==> src/rtl/ps2_step_decoder.sv <==
// ps2_step_decoder: receive-only PS/2 keyboard frame decoder.
// Turns make/break scancodes (including E0-extended codes) into level-held
// stepleft/stepright/stepjump requests for the character movement logic.
module ps2_step_decoder #(
    parameter int         SYNC_STAGES = 2,
    parameter int         TIMEOUT_CYC = 6500,
    parameter logic [7:0] KEY_LEFT    = 8'h6B,
    parameter logic [7:0] KEY_RIGHT   = 8'h74,
    parameter logic [7:0] KEY_JUMP    = 8'h29
) (
    input  logic clk,
    input  logic rst,
    input  logic ps2_clk,
    input  logic ps2_data,
    output logic stepleft,
    output logic stepright,
    output logic stepjump,
    output logic frame_err
);

    localparam int TW = $clog2(TIMEOUT_CYC + 1);

    typedef enum logic [1:0] {
        IDLE   = 2'd0,
        DATA   = 2'd1,
        PARITY = 2'd2,
        STOP   = 2'd3
    } state_t;

    logic [SYNC_STAGES-1:0] clk_sync;
    logic [SYNC_STAGES-1:0] dat_sync;
    logic                   clk_prev;
    logic                   fall;
    logic                   data_bit;

    state_t                 state;
    logic [7:0]             shreg;
    logic                   par_bit;
    logic [2:0]             bit_cnt;
    logic [TW-1:0]          tcnt;
    logic                   ext;
    logic                   brk;
    logic                   frame_ok;

    // Synchronise both PS/2 lines; reset to the idle-high level so that
    // leaving reset never looks like a clock fall.
    always_ff @(posedge clk or posedge rst) begin
        if (rst) begin
            clk_sync <= '1;
            dat_sync <= '1;
            clk_prev <= 1'b1;
        end else begin
            clk_sync <= {clk_sync[SYNC_STAGES-2:0], ps2_clk};
            dat_sync <= {dat_sync[SYNC_STAGES-2:0], ps2_data};
            clk_prev <= clk_sync[SYNC_STAGES-1];
        end
    end

    assign fall     = clk_prev & ~clk_sync[SYNC_STAGES-1];
    assign data_bit = dat_sync[SYNC_STAGES-1];

    // A frame is good when the stop bit is high and the 8 data bits plus
    // parity contain an odd number of ones.
    assign frame_ok = data_bit & (^{shreg, par_bit});

    // Frame FSM, timeout and scancode layer in one register block, so key
    // states land one clock after the stop-bit fall cycle.
    always_ff @(posedge clk or posedge rst) begin
        if (rst) begin
            state     <= IDLE;
            shreg     <= '0;
            par_bit   <= 1'b0;
            bit_cnt   <= '0;
            tcnt      <= '0;
            ext       <= 1'b0;
            brk       <= 1'b0;
            stepleft  <= 1'b0;
            stepright <= 1'b0;
            stepjump  <= 1'b0;
            frame_err <= 1'b0;
        end else begin
            frame_err <= 1'b0;
            if (state != IDLE && !fall && tcnt == TW'(TIMEOUT_CYC - 1)) begin
                // Keyboard stopped clocking mid-frame: abort, drop prefixes.
                frame_err <= 1'b1;
                state     <= IDLE;
                tcnt      <= '0;
                ext       <= 1'b0;
                brk       <= 1'b0;
            end else if (fall) begin
                tcnt <= '0;
                case (state)
                    IDLE: begin
                        if (!data_bit) begin
                            state   <= DATA;
                            bit_cnt <= '0;
                        end
                    end
                    DATA: begin
                        shreg   <= {data_bit, shreg[7:1]};
                        bit_cnt <= bit_cnt + 3'd1;
                        if (bit_cnt == 3'd7)
                            state <= PARITY;
                    end
                    PARITY: begin
                        par_bit <= data_bit;
                        state   <= STOP;
                    end
                    STOP: begin
                        state <= IDLE;
                        if (!frame_ok) begin
                            frame_err <= 1'b1;
                            ext       <= 1'b0;
                            brk       <= 1'b0;
                        end else if (shreg == 8'hE0) begin
                            ext <= 1'b1;
                        end else if (shreg == 8'hF0) begin
                            brk <= 1'b1;
                        end else begin
                            // Repeated makes just rewrite the same level.
                            if (ext && shreg == KEY_LEFT)
                                stepleft <= !brk;
                            if (ext && shreg == KEY_RIGHT)
                                stepright <= !brk;
                            if (!ext && shreg == KEY_JUMP)
                                stepjump <= !brk;
                            ext <= 1'b0;
                            brk <= 1'b0;
                        end
                    end
                    default: state <= IDLE;
                endcase
            end else if (state == IDLE) begin
                tcnt <= '0;
            end else begin
                tcnt <= tcnt + TW'(1);
            end
        end
    end

endmodule

==> config.mk <==
export PLATFORM = sky130hd
export DESIGN_NAME = ps2_step_decoder
export DESIGN_NICKNAME = d
export VERILOG_FILES = /design/src/rtl/ps2_step_decoder.sv
export SDC_FILE = /design/constraint.sdc
export NUM_CORES = 1
export LEC_CHECK = 0
export BUFFER_PORTS_ARGS = -buffer_cell sky130_fd_sc_hd__buf_2
export CAP_MARGIN = 20
export CORE_ASPECT_RATIO = 0.75
export CORE_UTILIZATION = 43
export CTS_CLUSTER_SIZE = 10
export DETAILED_ROUTE_END_ITERATION = 8
export MAX_ROUTING_LAYER = met4
export PLACE_DENSITY = 0.67
export SETUP_SLACK_MARGIN = 0.3
export SLEW_MARGIN = 0
export SYNTH_ARGS = -nofsm -noshare
export SYNTH_HDL_FRONTEND = slang
export SYNTH_SLANG_ARGS = --single-unit
==> constraint.sdc <==
create_clock -name clk -period 3.3 [get_ports clk]
set_clock_uncertainty 0.05 [all_clocks]
set_input_delay 0.66 -clock clk [delete_from_list [all_inputs] [get_ports clk]]
set_output_delay 0.66 -clock clk [all_outputs]
set_load 0.02 [all_outputs]
# Word-level counts from Yosys, hierarchy flattened
# Cells that the tools add are included.
[word_totals] regBits=38 in_bits=4 output_inout_bits=4 elab_cells=86
[op_classes] addsub=2 n_reduce_logical=23 n_eq_ne=15 mux=26 n_bitwise=6
[op_table] cell="$mux 13" n=3
[op_table] cell="$reduce_and 7->1" n=3
[op_table] cell="$eq 8x7->1 const B" n=2
[op_table] cell="$eq 8x8->1 const B" n=2
[op_table] cell="$mux 1" n=16
[op_table] cell="$reduce_and 3->1" n=5
[op_table] cell="$add 13x1->13 const B" n=1
[op_table] cell="$eq 13x13->1 const B" n=1
[op_table] cell="$ne 3x3->1 const B" n=3
[op_table] cell="$reduce_xor 9->1" n=1
[op_table] cell="$eq 8x6->1 const B" n=1
[op_table] cell="$mux 2" n=4
[op_table] cell="$pmux 2 s4" n=1
[op_table] cell="$reduce_bool 2->1" n=4
[op_table] cell="$pmux 3 s2" n=1
[op_table] cell="$logic_and 1x1->1" n=5
[op_table] cell="$eq 2x2->1 const B" n=2
[op_table] cell="$ne 4x4->1 const B" n=1
[op_table] cell="$not 1->1" n=4
[op_table] cell="$reduce_and 4->1" n=1
[op_table] cell="$add 3x1->3 const B" n=1
[op_table] cell="$eq 3x3->1 const B" n=1
[op_table] cell="$logic_not 1->1" n=3
[op_table] cell="$mux 3" n=1
[op_table] cell="4 further kinds" n=5

# Longest topological paths before layout
# Gate-level depths: netlist of run 1.
[depth] depth_word=7 mapped_depth=7 mapped_depth_nobuf=6

# Worst setup path before layout of run 1
# No wires, ideal clock.
[synth_timing] path_kind="register -> register" startpoint="register tcnt[0]" endpoint="register state[0]" arrival_ns=1.631 n_path_buf=0 path_slack_ns=1.498 setup_ns=0.121 stages_incl_launch_ff=7 required_time_ns=3.129 synth_period_minus_slack_ns=1.802 cell_sequence="dfrtp_1 ha_1 nor4b_1 nand3_1 nor3_1 o21ai_0 a22o_1"
[synth_between] elab_chain_cells=4 word_cells_on_any_way=7 cone_classes="eq/ne (3); mux (1); reduce/logical (3)"
[synth_rtl] element="from (decl)" line="40" source="logic [TW-1:0] tcnt;"
[synth_rtl] element="from (signal assigned)" line="136" source="tcnt <= tcnt + TW'(1);"
[synth_rtl] element="$eq 13x13->1 (*)" line="83" source="if (state != IDLE && !fall && tcnt == TW'(TIMEOUT_CYC - 1)) begin"
[synth_rtl] element="$logic_and 1x1->1 (*)" line="83"
[synth_rtl] element="$ne 3x3->1 (no line) or $reduce_bool 2->1 (tied branches)"
[synth_rtl] element="$reduce_and 3->1 (no line)"
[synth_rtl] element="to (signal assigned)" line="86" source="state <= IDLE;"
[synth_rtl] element="to (signal assigned)" line="95" source="state <= DATA;"
[synth_rtl] element="to (signal assigned)" line="103" source="state <= PARITY;"
[synth_rtl] element="to (decl)" line="36" source="state_t state;"
# Mark *: on every way between the ends. The rest lies on a longest branch, timed or not.
# A chain may end at the register's enable or synchronous reset.

# Worst setup path after layout of run 1
# Same ends and word-level chain as after synthesis.

==> results of run 1 <==
[logic make-up (layout without fill, tap and decap cells)]
group	Yosys count	after routing	synth area share
flip-flops	38	38	0.518
multiplexers	12	12	0.0711
XOR/XNOR	19	19	0.0900
buffers and inverters	10	22	0.0203
AO/OA/AOI/OAI	17	17	0.0596
adder cells (fa/ha/maj)	7	7	0.0474
AND/OR/NAND/NOR	70	70	0.194
[routing by layer]
layer  GRT usage  vias up
met5           -        -
met4      0.0809        0
met3      0.0512        8
met2       0.293       36
met1       0.222      637
li1            -      624
[final cells by class]
class	count	area, um^2
clock buffer	8	110
fill	365	2020
inverter	6	22.5
multi-input combinational	125	853
sequential	38	957
tap	55	68.8
timing repair buffer	8	42.5
[power by group through the flow]
stage | Sequential [W] | Clock, W | Combinational (W)
global route | 0.000685 | 0.000400 | 0.000590
global placement | 0.000667 | 0 | 0.000498
CTS | 0.000668 | 0.000380 | 0.000525
detailed placement | 0.000676 | 0 | 0.000524
finish | 0.000670 | 0.000369 | 0.000525
floorplan | 0.000643 | 0 | 0.000433
[flip-flops by register name (all words and copies together) (netlist names)]
name,count
bit_cnt,3
brk,1
clk_prev,1
clk_sync,2
dat_sync,2
ext,1
frame_err,1
par_bit,1
shreg,8
state,2
stepjump,1
stepleft,1
stepright,1
tcnt,13
[how the worst max path moves through the flow]
| stage | from | end | slack (ns) | depth (start not counted) |
|---|---|---|---|---|
| floorplan | tcnt[0] | state[0] | 1.50 | 6 |
| global placement | tcnt[0] | state[0] | 1.20 | 6 |
| detailed placement | tcnt[0] | state[0] | 1.15 | 6 |
| CTS | tcnt[0] | state[0] | 1.13 | 6 |
| global route | tcnt[0] | state[0] | 0.83 | 6 |
| finish | tcnt[0] | state[0] | 1.10 | 6 |
[worst max-delay path: stages (launching register included)]
cell and delay [ns]:
dfrtp_1 0.39, ha_1 0.24, nor4b_1 0.42, nand3_1 0.20, nor3_1 0.34, o21ai_0 0.19, a22o_1 0.27
[per-stage QoR]
| stage | utilization | hold slack (ns) | cell area [um^2] | power (W) |
|---|---|---|---|---|
| after global placement | 0.477 | 0.298 | 1940 | 0.00117 |
| after detailed placement | 0.477 | 0.299 | 1940 | 0.00120 |
| after CTS | 0.504 | 0.310 | 2050 | 0.00157 |
| after global routing | 0.504 | 0.311 | 2050 | 0.00168 |
| final | 0.504 | 0.308 | 2050 | 0.00156 |
| after floorplan | - | 0.295 | 1850 | 0.00108 |
[placed cells by master, fill, tap and decap left out, drive strengths merged, types with 6 or more instances in the layout]
cell type,synthesis,final
ha,7,7
nand3,10,10
xor2,7,7
nor2,18,18
mux2,9,9
buf,0,8
dfrtp,33,33
inv,6,6
nand2,14,14
nor3,7,7
clkbuf,4,8
xnor2,12,12
==> metrics.md, run 1 <==
| Metric | Value |
|---|---|
| Status | complete, no violations |
| Minimum clock period | between 2 and 2.5 ns |
| Die Wd | about 80 um |
| Leading cell types by total area after synthesis | dfrtp_1 (45%), dfstp_2 (7.1%), xnor2_1 (5.7%) |
| Placeable Area | ~4100 um^2 |
| Clk slew on worst S/H paths | about 0.07 ns |
| Sw Ratio | 0.360 |
| I/O pins | 8 |
| Worst hold path depth | 0 |
| Yosys reg bits | 38 |
| Num CTS Buffers | 5 |
| R2r endpoint | state[0] |
| Synth async-reset ratio | 1.00 |
| Worst EP required | about 3.4 ns |
| TritonCTS clock tree | built |
| Peak VDD IR | approximately 0.29 mV |
| Launching point of the worst reg2reg path | tcnt[0] |
| RSZ-0062 raised after global routing | false |
| Setup ws final | approximately 1.1 ns |
| WL met3 | about 170 um |
| CP Class | flip-flop to flip-flop |
| Reg power frac | 0.428 |
| Clk root buf | clkbuf_8 |
| Max_cap viols | 0 |
| WL met2 | between 1.5 and 2 mm |
| Most numerous cell in the Yosys netlist | dfrtp_1 |
| DP Wirelength | roughly 2.5 mm |
| Initial Utilization | 0.453 |
| Fin. Hold Viols | 0 |
| P_sw | 0.000563 W |
| Crit. End Element | flip-flop |
| Max clock buf depth | 2 |
| Port bufs | 7 |
| Syn avg cell area | about 11 um^2 |
| Post-CTS setup buffers | 0 |
| Remaining antenna violation count | 0 |
| Congestion Overflow GR | 0 |
| H-tree depth | 2 |
| Clk_lat worst skew | slightly below 0.3 ns |
| Placed insts | 232 |
| CP max FO | 4 |
| Netlist cell types | 33 |
| Vias after detailed routing | around 1.3k |
| TritonRoute pass-1 iters | 4 |
| RD Place Congestion | slightly below 0.8 |
| Cts hold-fix bufs | 0 |
| Critical Path AT | roughly 2.3 ns |
| Area delta synth->final | 11.2% |
| Final period util | 0.667 |
| R2r setup slk | approximately 1.1 ns |
| EDFF count, synth | 0 |
| Worst Hold Class | flip-flop to flip-flop |
| Power Dens Cells | between 700 and 800 nW/um^2 |
| Post-synthesis sequential area ratio | 0.518 |
| Min-Delay Endpoint | clk_sync[1] |
| Pint | 0.00100 W |
| Pre-CTS setup slack | ~1.2 ns |
| First-pass GRT wire length | approximately 6.1 mm |
| Warnings, synthesis | 0 |
| Crit path launch type | flip-flop |
| Ant. Diodes | 0 |
| Leakage power | 0.919 nW |
| Row count | 20 |
| Logic pwr share | 0.336 |
| Pin count of the biggest net entering global routing | 23 |
| Via density | between 5 and 6 |
| Vias in the first global route | around 1.3k |
| Slew headroom | 0.563 |
| Commonest cells post-synth | dfrtp_1 (33), nor2_1 (18), nand2_1 (14) |
| DRC Markers | 0 |
| Routed length per instance | 14.4 um |
| Fmax | 455 MHz |
| Cells after Synth | around 170 |
| Detailed Route WL | 3.45 mm |
| Synth Net Count | between 150 and 200 |
| GRT Overall Usage | 0.184 |
| Die area | between 4000 and 5000 um^2 |
| Max-slew violation count | 0 |
| Clk sinks | 38 |
| Setup TNS | 0 ns |
| Die Ht | roughly 60 um |
| Synth Flop Type | dfrtp_1 |
| Area leader, netlist | dfrtp_1 |
| Non-filler instance count after layout | 240 |
| Layout net count | just under 200 |
| PostCTS Resize Cnt | 0 |
| Initial DRC Count | 88 |
| Post-synth top area share | 0.447 |
| Final setup violation count | 0 |
| Hold Crit Start | clk_sync[0] |
| Worst slew pin tran | roughly 0.65 ns |
| Share of post-route cells with drive strength above 1 | 0.168 |
| Clock power share | 0.236 |
| WL met1 | 1.62 mm |
| Cell depth of the worst flop-to-flop path | 6 |
| Initial antenna violation count | 0 |
| Highest metal used | met4 |
| Synthesized area | between 1500 and 2000 um^2 |
Power figures use the tool's default switching activity.
==> run 2, diff against run 1 <==
ABC_AREA = 1   (was not set)
clock period = 2.1 ns   (was 3.3 ns; I/O delays follow)
==> metrics.md, run 2 <==
| Metric | Value |
|---|---|
| Max clock buf depth | 2 |
| Initial Utilization | 0.449 |
| Largest register FFs | 13 |
| RSZ-0062 raised after global routing | false |
| DP Wirelength | approximately 2.9 mm |
| Most numerous cell in the Yosys netlist | nand2_1 |
| RD Place Congestion | roughly 0.9 |
| Biggest regs | tcnt (13), shreg (8), bit_cnt (3) |
| Final period util | 0.819 |
| Non-filler instance count after layout | 325 |
| Synth Area in Compound Gates | 0.0806 |
| Clk slew on worst S/H paths | around 0.080 ns |
| Row count | 21 |
| Clk root buf | clkbuf_8 |
| Clk_lat worst skew | ~0.29 ns |
| DRC Markers | 0 |
| Slew headroom | 0.691 |
| TritonCTS clock tree | built |
| Worst slew pin tran | about 0.46 ns |
| Peak VDD IR | around 0.63 mV |
| Final setup violation count | 0 |
| Yosys reg bits | 38 |
| Synth Net Count | 262 |
| Post-Synth Adder-Cell Area | 0.0434 |
| CP bufs+invs | 0 |
| Vias in the first global route | about 1.5k |
| Placed insts | about 320 |
| Pin count of the biggest net entering global routing | 39 |
| Mux contribution to synthesized area | 0 |
| Largest family of logic cells by synthesized area | simple AND/OR/NAND/NOR gates |
| Crit path largest cell delay | 0.42 ns |
| Vias after detailed routing | 1668 |
| Cts hold-fix bufs | 0 |
| Post-synth top area share | 0.409 |
| Synth Flop Type | dfrtp_1 |
| Congestion Overflow GR | 0 |
| Minimum clock period | about 1.7 ns |
| Slowest cell on crit path | dfrtp_1 |
| Crit path launch type | flip-flop |
| Num CTS Buffers | 5 |
| Layout fillers | about 420 |
| Status | complete, no violations |
| Power Dens Cells | 1070 nW/um^2 |
| Routed length per instance | between 10 and 15 um |
| Cells after Synth | 251 |
| Area delta synth->final | 14.9% |
| Leading cell types by total area after synthesis | dfrtp_1 (41%), nand2_1 (11%), inv_1 (7.1%) |
| Setup TNS | 0 ns |
| Post-synthesis sequential area ratio | 0.474 |
| Die Wd | around 80 um |
| CP Class | flip-flop to flip-flop |
| Max_cap viols | 0 |
| Synthesized area | 2020 um^2 |
| Critical Path AT | between 1.5 and 2 ns |
| Remaining antenna violation count | 0 |
| Power, Total | around 0.0025 W |
| Commonest cells after routing, fill and taps aside | nand2_1 (56), inv_1 (37), dfrtp_1 (33), nor2_1 (26), o21ai_0 (18) |
| Initial antenna violation count | 0 |
| Multi-input logic area | about 960 um^2 |
| Crit. End Element | flip-flop |
| Placeable Area | approximately 4500 um^2 |
| Netlist cell types | 29 |
| Clk sinks | 38 |
| Fmax | around 580 MHz |
| Worst Hold Class | input port to flip-flop |
| Area leader, netlist | dfrtp_1 |
| I/O pins | 8 |
| Port bufs | 7 |
| Syn avg cell area | between 8 and 9 um^2 |
| First-pass GRT wire length | 6.78 mm |
| Simple-Gate Fraction of Synth Area | 0.316 |
| GRT Overall Usage | 0.190 |
| Delay-heaviest family, CP | simple AND/OR/NAND/NOR gates |
| Leakage power | 1.12 nW |
| Die area | roughly 5000 um^2 |
| Synth async-reset ratio | 1.00 |
| Via density | ~5.1 |
| H-tree depth | 2 |
| Worst EP required | between 2 and 2.5 ns |
| Layout net count | around 280 |
| Detailed Route WL | 3.98 mm |
| Fin. Hold Viols | 0 |
| Share of post-route cells with drive strength above 1 | 0.164 |
| Biggest register | tcnt |
| Register Area | approximately 960 um^2 |
| Commonest cells post-synth | nand2_1 (57), inv_1 (38), dfrtp_1 (33) |
| TritonRoute pass-1 iters | 5 |
| Warnings, synthesis | 0 |
| Ant. Diodes | 0 |
| Max-slew violation count | 0 |
| EDFF count, synth | 0 |
| Synth Area in XOR/XNOR | 0.00868 |
| Cells along the critical path | ha_4, nand3_2, nor2_4, nand4_1, nor2_2, nand2_1, o21ai_0, a21oi_1 |
| Most common cell after layout, fill and taps aside | nand2_1 |
| Initial DRC Count | 117 |
| Die Ht | a little over 60 um |
| CP max FO | 4 |
run 2: metal layers:
layer	share of wire	track usage	vias up
met5	0	-	-
met4	0.0090	0.0561	0
met3	0.037	0.0400	5
met2	0.44	0.295	34
met1	0.51	0.252	790
li1	-	-	839
run 2: path summary, 6_finish.rpt:
check / startpoint / endpoint / slack (ns) / cells past startpoint
worst min register to register: dat_sync[0] / dat_sync[1] / 0.31 / 0
worst max-delay path: tcnt[0] / tcnt[12] / 0.38 / 8
worst min-delay path: ps2_data / dat_sync[0] / 0.17 / 1
min in group asynchronous: rst / bit_cnt[2] / 0.18 / 3
worst max register to register: tcnt[0] / tcnt[12] / 0.38 / 8
max in group asynchronous: rst / clk_sync[0] / 1.48 / 3
run 2: cell type report:
type / count / share of cell area
sequential: 38 / 0.413
clock inverter: 1 / 0.0130
clock buffer: 7 / 0.0372
timing repair buffer: 11 / 0.0281
tap: 57 / 0.0308
inverter: 39 / 0.0631
multi-input combinational: 172 / 0.415
run 2: stage by stage:
stage / worst slack, ns / cell area [um^2] / hold slack (ns) / utilization
after global routing: 0.298 / 2320 / 0.163 / 0.516
after detailed placement: 0.232 / 2140 / 0.298 / 0.476
final: 0.379 / 2320 / 0.174 / 0.516
after floorplan: 0.578 / 2020 / 0.295 / -
after CTS: 0.309 / 2260 / 0.169 / 0.503
after global placement: 0.281 / 2140 / 0.297 / 0.476
run 2: what timing repair did:
action / 4_1_cts / 5_1_grt
pin swaps: 0 / 4
setup buffers: 0 / 1
setup endpoints to repair: 5 / 14
resized for setup: 2 / 11
run 2: cell families (layout without fill, tap and decap cells):
group,Yosys count,count (layout)
and+or+nand+nor,133,133
buffers and inverters,41,58
DFF,38,38
AOI/OAI and AO/OA,30,30
adders and majority gates,7,7
xor gates and xnor gates,2,2
run 2: power breakdown:
group          leakage [nW]  internal [W]  total [W]  switching, W
Combinational         0.556      0.000305   0.000854      0.000549
Clock                0.0585      0.000387   0.000635      0.000247
Sequential            0.500      0.000858    0.00100      0.000144
Total                  1.12       0.00155    0.00249      0.000940
